==> src/rtl/seq_detector_param_if.sv <==
// Serial pattern-detector bus: sample qualifier, data bit, mode/pattern controls in; match pulse and count out.
interface seq_detector_param_if #(
  parameter int PATTERN_LEN = 4,
  parameter int CNT_W       = 8
);
  logic                   en;
  logic                   x;
  logic                   overlap;
  logic                   pat_load;
  logic [PATTERN_LEN-1:0] pat_in;
  logic                   z;
  logic [CNT_W-1:0]       match_cnt;

  modport master (
    output en, x, overlap, pat_load, pat_in,
    input  z, match_cnt
  );

  modport slave (
    input  en, x, overlap, pat_load, pat_in,
    output z, match_cnt
  );
endinterface

==> src/rtl/seq_detector_param.sv <==
// Moore serial-pattern detector, runtime-loadable pattern; z is registered, 1 cycle after the final bit; no backpressure (en qualifies bits).
// SEQ_DET_MATCH_CNT_EN builds a saturating match counter; otherwise match_cnt is tied to 0.
module seq_detector_param #(
  parameter int                     PATTERN_LEN = 4,
  parameter logic [PATTERN_LEN-1:0] PATTERN_RST = 4'b1010,
  parameter int                     CNT_W       = 8
) (
  input logic                  clk,
  input logic                  rst,
  seq_detector_param_if.slave  bus
);

  localparam int FW = $clog2(PATTERN_LEN + 1);
  localparam logic [FW-1:0] FILL_FULL = FW'(PATTERN_LEN);

  logic [PATTERN_LEN-1:0] pat_q, pat_d;
  logic [PATTERN_LEN-1:0] shreg, shreg_d, shreg_n;
  logic [FW-1:0]          fill, fill_d, fill_n;
  logic                   z_q, z_d;
  logic                   hit;

  // state register
  always_ff @(posedge clk) begin
    if (rst) begin
      pat_q <= PATTERN_RST;
      shreg <= '0;
      fill  <= '0;
      z_q   <= 1'b0;
    end else begin
      pat_q <= pat_d;
      shreg <= shreg_d;
      fill  <= fill_d;
      z_q   <= z_d;
    end
  end

  // next-state: fill counts accepted bits up to PATTERN_LEN; a match is only possible once full
  always_comb begin
    shreg_n = {shreg[PATTERN_LEN-2:0], bus.x};
    fill_n  = (fill == FILL_FULL) ? fill : fill + FW'(1);
    hit     = (fill_n == FILL_FULL) && (shreg_n == pat_q);

    pat_d   = pat_q;
    shreg_d = shreg;
    fill_d  = fill;
    z_d     = 1'b0;

    if (bus.pat_load) begin
      pat_d   = bus.pat_in;
      shreg_d = '0;
      fill_d  = '0;
    end else if (bus.en) begin
      shreg_d = shreg_n;
      z_d     = hit;
      if (hit) begin
        fill_d = bus.overlap ? FILL_FULL : '0;
      end else begin
        fill_d = fill_n;
      end
    end
  end

  // outputs
  assign bus.z = z_q;

`ifdef SEQ_DET_MATCH_CNT_EN
  logic [CNT_W-1:0] cnt_q;

  always_ff @(posedge clk) begin
    if (rst) begin
      cnt_q <= '0;
    end else if (z_d && (cnt_q != {CNT_W{1'b1}})) begin
      cnt_q <= cnt_q + CNT_W'(1);
    end
  end

  assign bus.match_cnt = cnt_q;
`else
  assign bus.match_cnt = {CNT_W{1'b0}};
`endif

endmodule

==> src/flat_wrapper.sv <==
// flat-port wrapper written by rule: the top's interface ports become plain ports
module seq_detector_param_flat 
#(
  parameter int                     PATTERN_LEN = 4,
  parameter logic [PATTERN_LEN-1:0] PATTERN_RST = 4'b1010,
  parameter int                     CNT_W       = 8
)
  (clk, rst, bus_en, bus_x, bus_overlap, bus_pat_load, bus_pat_in, bus_z, bus_match_cnt);
  seq_detector_param_if #(.PATTERN_LEN(PATTERN_LEN), .CNT_W(CNT_W)) bus_i ();
  input logic clk;
  input logic rst;
  input wire logic [$bits(bus_i.en)-1:0] bus_en;
  input wire logic [$bits(bus_i.x)-1:0] bus_x;
  input wire logic [$bits(bus_i.overlap)-1:0] bus_overlap;
  input wire logic [$bits(bus_i.pat_load)-1:0] bus_pat_load;
  input wire logic [$bits(bus_i.pat_in)-1:0] bus_pat_in;
  output wire logic [$bits(bus_i.z)-1:0] bus_z;
  output wire logic [$bits(bus_i.match_cnt)-1:0] bus_match_cnt;
  assign bus_i.en = bus_en;
  assign bus_i.x = bus_x;
  assign bus_i.overlap = bus_overlap;
  assign bus_i.pat_load = bus_pat_load;
  assign bus_i.pat_in = bus_pat_in;
  assign bus_z = bus_i.z;
  assign bus_match_cnt = bus_i.match_cnt;
  seq_detector_param #(.PATTERN_LEN(PATTERN_LEN), .PATTERN_RST(PATTERN_RST), .CNT_W(CNT_W)) u_core (.clk(clk), .rst(rst), .bus(bus_i));
endmodule
==> config.mk <==
export PLATFORM = sky130hd
export DESIGN_NAME = seq_detector_param_flat
export DESIGN_NICKNAME = d
export VERILOG_FILES = /design/src/rtl/seq_detector_param_if.sv /design/src/rtl/seq_detector_param.sv /design/src/flat_wrapper.sv
export SDC_FILE = /design/constraint.sdc
export NUM_CORES = 1
export LEC_CHECK = 0
export CAP_MARGIN = 0
export CELL_PAD_IN_SITES_DETAIL_PLACEMENT = 1
export CELL_PAD_IN_SITES_GLOBAL_PLACEMENT = 1
export CORE_MARGIN = 2
export CORE_UTILIZATION = 32
export DETAILED_ROUTE_END_ITERATION = 16
export HOLD_SLACK_MARGIN = 0.06
export PLACE_DENSITY = 0.84
export SLEW_MARGIN = 40
export SYNTH_ARGS = -nofsm -noshare
export SYNTH_HDL_FRONTEND = slang
export SYNTH_SLANG_ARGS = --single-unit
==> constraint.sdc <==
create_clock -name clk -period 1.7 [get_ports clk]
set_clock_uncertainty 0.05 [all_clocks]
set_input_delay 0.255 -clock clk [delete_from_list [all_inputs] [get_ports clk]]
set_output_delay 0.255 -clock clk [all_outputs]
set_load 0.05 [all_outputs]
==> impl_metrics.yaml <==
hold_path:
  hp-start: "u_core.pat_q[0]"
  hold_end: "u_core.pat_q[0]"
  hp-class: "flip-flop to flip-flop"
  hold-path-cell-count: 2
power:
  ir_worst_vdd_mv: 0.4031
  p_sw_frac: 0.2852
  internal_power_uw: 400.1
  power_frac_seq: 0.488
  power_frac_comb: 0.196
  p_switching_uw: 159.7
  p_leak_uw: 0.0002864
  clockPowerShare: 0.316
  powerDensity_nw_per_um2: 801.7
grt:
  grt_max_degree: 8
  busiest_layer: "met2"
  gr-total-overflow: 0
  grt_use_met1: 0.1425
  met3_usage: 0.04706
  grt_pass1_wl_um: 1897
  globalRouteMet2Util: 0.2028
  antenna_found_initial: 0
  grt_pass1_vias: 449
  grt_usage: 0.1309
worst_setup_path:
  timing_worst_setup_path_type: "flip-flop to flip-flop"
  rrSetupSlack_ns: 0.16
  cp.required_ns: 1.79
  rr_endpoint: "u_core.fill[2]"
  worstPathMaxFanout: 3
  reg2reg_from: "u_core.fill[0]"
  reg2regPathDepth: 5
  arrival_ns: 1.63
  cp-start-kind: "flip-flop"
  path_cells: "inv_2 > ha_1 > or3_1 > nor3_1 > o32ai_1"
  cpMaxStageDelayCell: "or3_1"
  worstSetupEndpointType: "flip-flop"
  crit_path_max_incr_delay_ns: 0.38
final_layout:
  antenna-diode-count: 0
  stdcell_area_um2: 698.2
  drive_above_1_share: 0.1200
  fin_nets: 88
  synthToLayoutAreaGrowth_pct: 20.26
drt:
  wl_per_cell_um: 11.40
  dr.pass1.iters: 2
  wirelength_um: 1140
  route.detailed.drc: 0
  num_vias: 420
  drtAntennaViolNets: 0
  drtIter0Drc: 2
  avgViaCountPerCell: 4.200
clock_network:
  ctsResizeCount: 0
  path_clk_slew_ns: 0.07
  cts_sinks: 11
  clk_latency_ns: 0.26
  htree_levels: 1
  root_buffer: "clkbuf_4"
  hold_buffers: 0
  cts_tree: "yes"
  post_cts_buffers: 0
  cts_buffers: 3
  clock_path_buffers: 2
placed_design:
  place_area_um2: 671.9
  gp_congestion: 0.7504
  port_buffers: 10
  dp_hpwl_um: 935.4
status:
  status: "complete, no violations"
sta:
  final.setup.tns_ns: 0
  slew_viol_final: 0
  fmax_mhz: 650.5
  rsz0062_at_grt: "no"
  min_period_over_period: 0.9043
  hold_viol_final: 0
  min_period_ns: 1.537
  finalSetupViolCount: 0
synth:
  yosys_warnings: 0
  synth_area_leaders: "dfxtp_1 (38%), mux2i_1 (10%), buf_4 (10%)"
  yosysUniqueCellTypes: 24
  syn_avg_cell_area_um2: 9.215
  synth_seq_area_share: 0.3793
  synth_top_area_share: 0.3793
  ys_ff_latch: 11
  netlist_instances: 63
  synthFlopType: "dfxtp_1"
  yosys.area.top_type: "dfxtp_1"
  synthArstFlopShare: 0
  synthTopCellsByCount: "dfxtp_1 (11), nor2_1 (9), buf_4 (8)"
  synth-edff-count: 0
  synth.most_common_cell: "dfxtp_1"
  synthesis.area_um2: 580.6
floorplan:
  core_area_um2: 1708
  io_pins: 19
  fp.dieArea_um2: 2171
  dieWidth_um: 46.60
  start_util: 0.3399
  fp.dieH_um: 46.60
  row_count: 15
flow_run:
  cap_violations: 0
==> routing by layer <==
metal  vias to the layer above  share of wire  routed length, um
li1                        215              -                  -
met1                       190           0.45                514
met2                        13           0.48                549
met3                         2          0.051                 58
met4                         0          0.015                 17
met5                         -              0                  0
==> metrics by stage <==
stage                     utilization  hold WS (ns)  setup slack (ns)  cells  total power, uW
after floorplan                     -        0.2774            0.2839     70            371.1
after global placement         0.3934        0.4505            0.1520     96            386.0
after detailed placement       0.3934        0.4734            0.1173     96            388.9
after CTS                      0.4088        0.4846            0.1546    100            570.6
after global routing           0.4088        0.5010           0.07717    100            594.0
final                          0.4088        0.4792            0.1627    100            559.7
==> logic make-up after synthesis <==
family	after synthesis	share of synthesized area
AND/OR/NAND/NOR	19	0.1616
adder cells (fa/ha/maj)	2	0.04310
XOR/XNOR	6	0.09052
buffers and inverters	14	0.1552
AO/OA/AOI/OAI	4	0.06036
multiplexers	6	0.1035
flip-flops	11	0.3793
other	1	0.006459
==> registers in the layout (all words and copies together) (netlist names) <==
register	flops
u_core.shreg	3
u_core.bus.z	1
u_core.pat_q	4
u_core.fill	3
==> layout make-up <==
cell class                      count  area (um^2)
Inverter                            3        11.26
Fill cell                         200         1010
Multi-Input combinational cell     45        296.5
Tap cell                           25        31.28
Clock buffer                        4        26.28
Timing Repair Buffer               12        112.6
Sequential cell                    11        220.2
==> power groups by stage <==
| stage | combinational [uW] | clock (uW) | sequential (uW) |
|---|---|---|---|
| final | 110 | 177 | 273 |
| after global routing | 118 | 202 | 274 |
| after CTS | 110 | 187 | 273 |
| after detailed placement | 110 | 0 | 279 |
| after global placement | 107 | 0 | 279 |
| after floorplan | 93.9 | 0 | 277 |
==> placed cells by master (no fill, tap or decap), drive strengths merged <==
cell           count
nor2b              2
or3                1
nor2               9
mux2i              6
buf                3
xnor2              5
nor3               1
o2111ai            1
nand3b             1
xor2               1
or4                1
inv                3
ha                 2
nand2              2
dfxtp             11
or2                1
a211o              2
clkbuf             4
nand3              1
conb               8
clkdlybuf4s50      9
o32ai              1
==> worst max path at each step <==
stage / endpoint / cells after the start / start
6_report: u_core.fill[2] / 5 / u_core.fill[0]
2_1_floorplan: u_core.fill[2] / 5 / u_core.fill[0]
3_3_place_gp: u_core.fill[2] / 5 / bus_x
5_1_grt: u_core.bus.z / 6 / u_core.fill[0]
4_1_cts: u_core.fill[2] / 5 / u_core.fill[0]
3_5_place_dp: u_core.fill[2] / 5 / bus_x
==> worst max-delay path: cells and delay by family, from the launching register on <==
kind	cells	cell delay, ns
AOI/OAI and AO/OA	1	0.09
and+or+nand+nor	2	0.51
DFF	1	0.36
adders and majority gates	1	0.33
buffers and inverters	1	0.07
(Power assumes the default switching activity.)
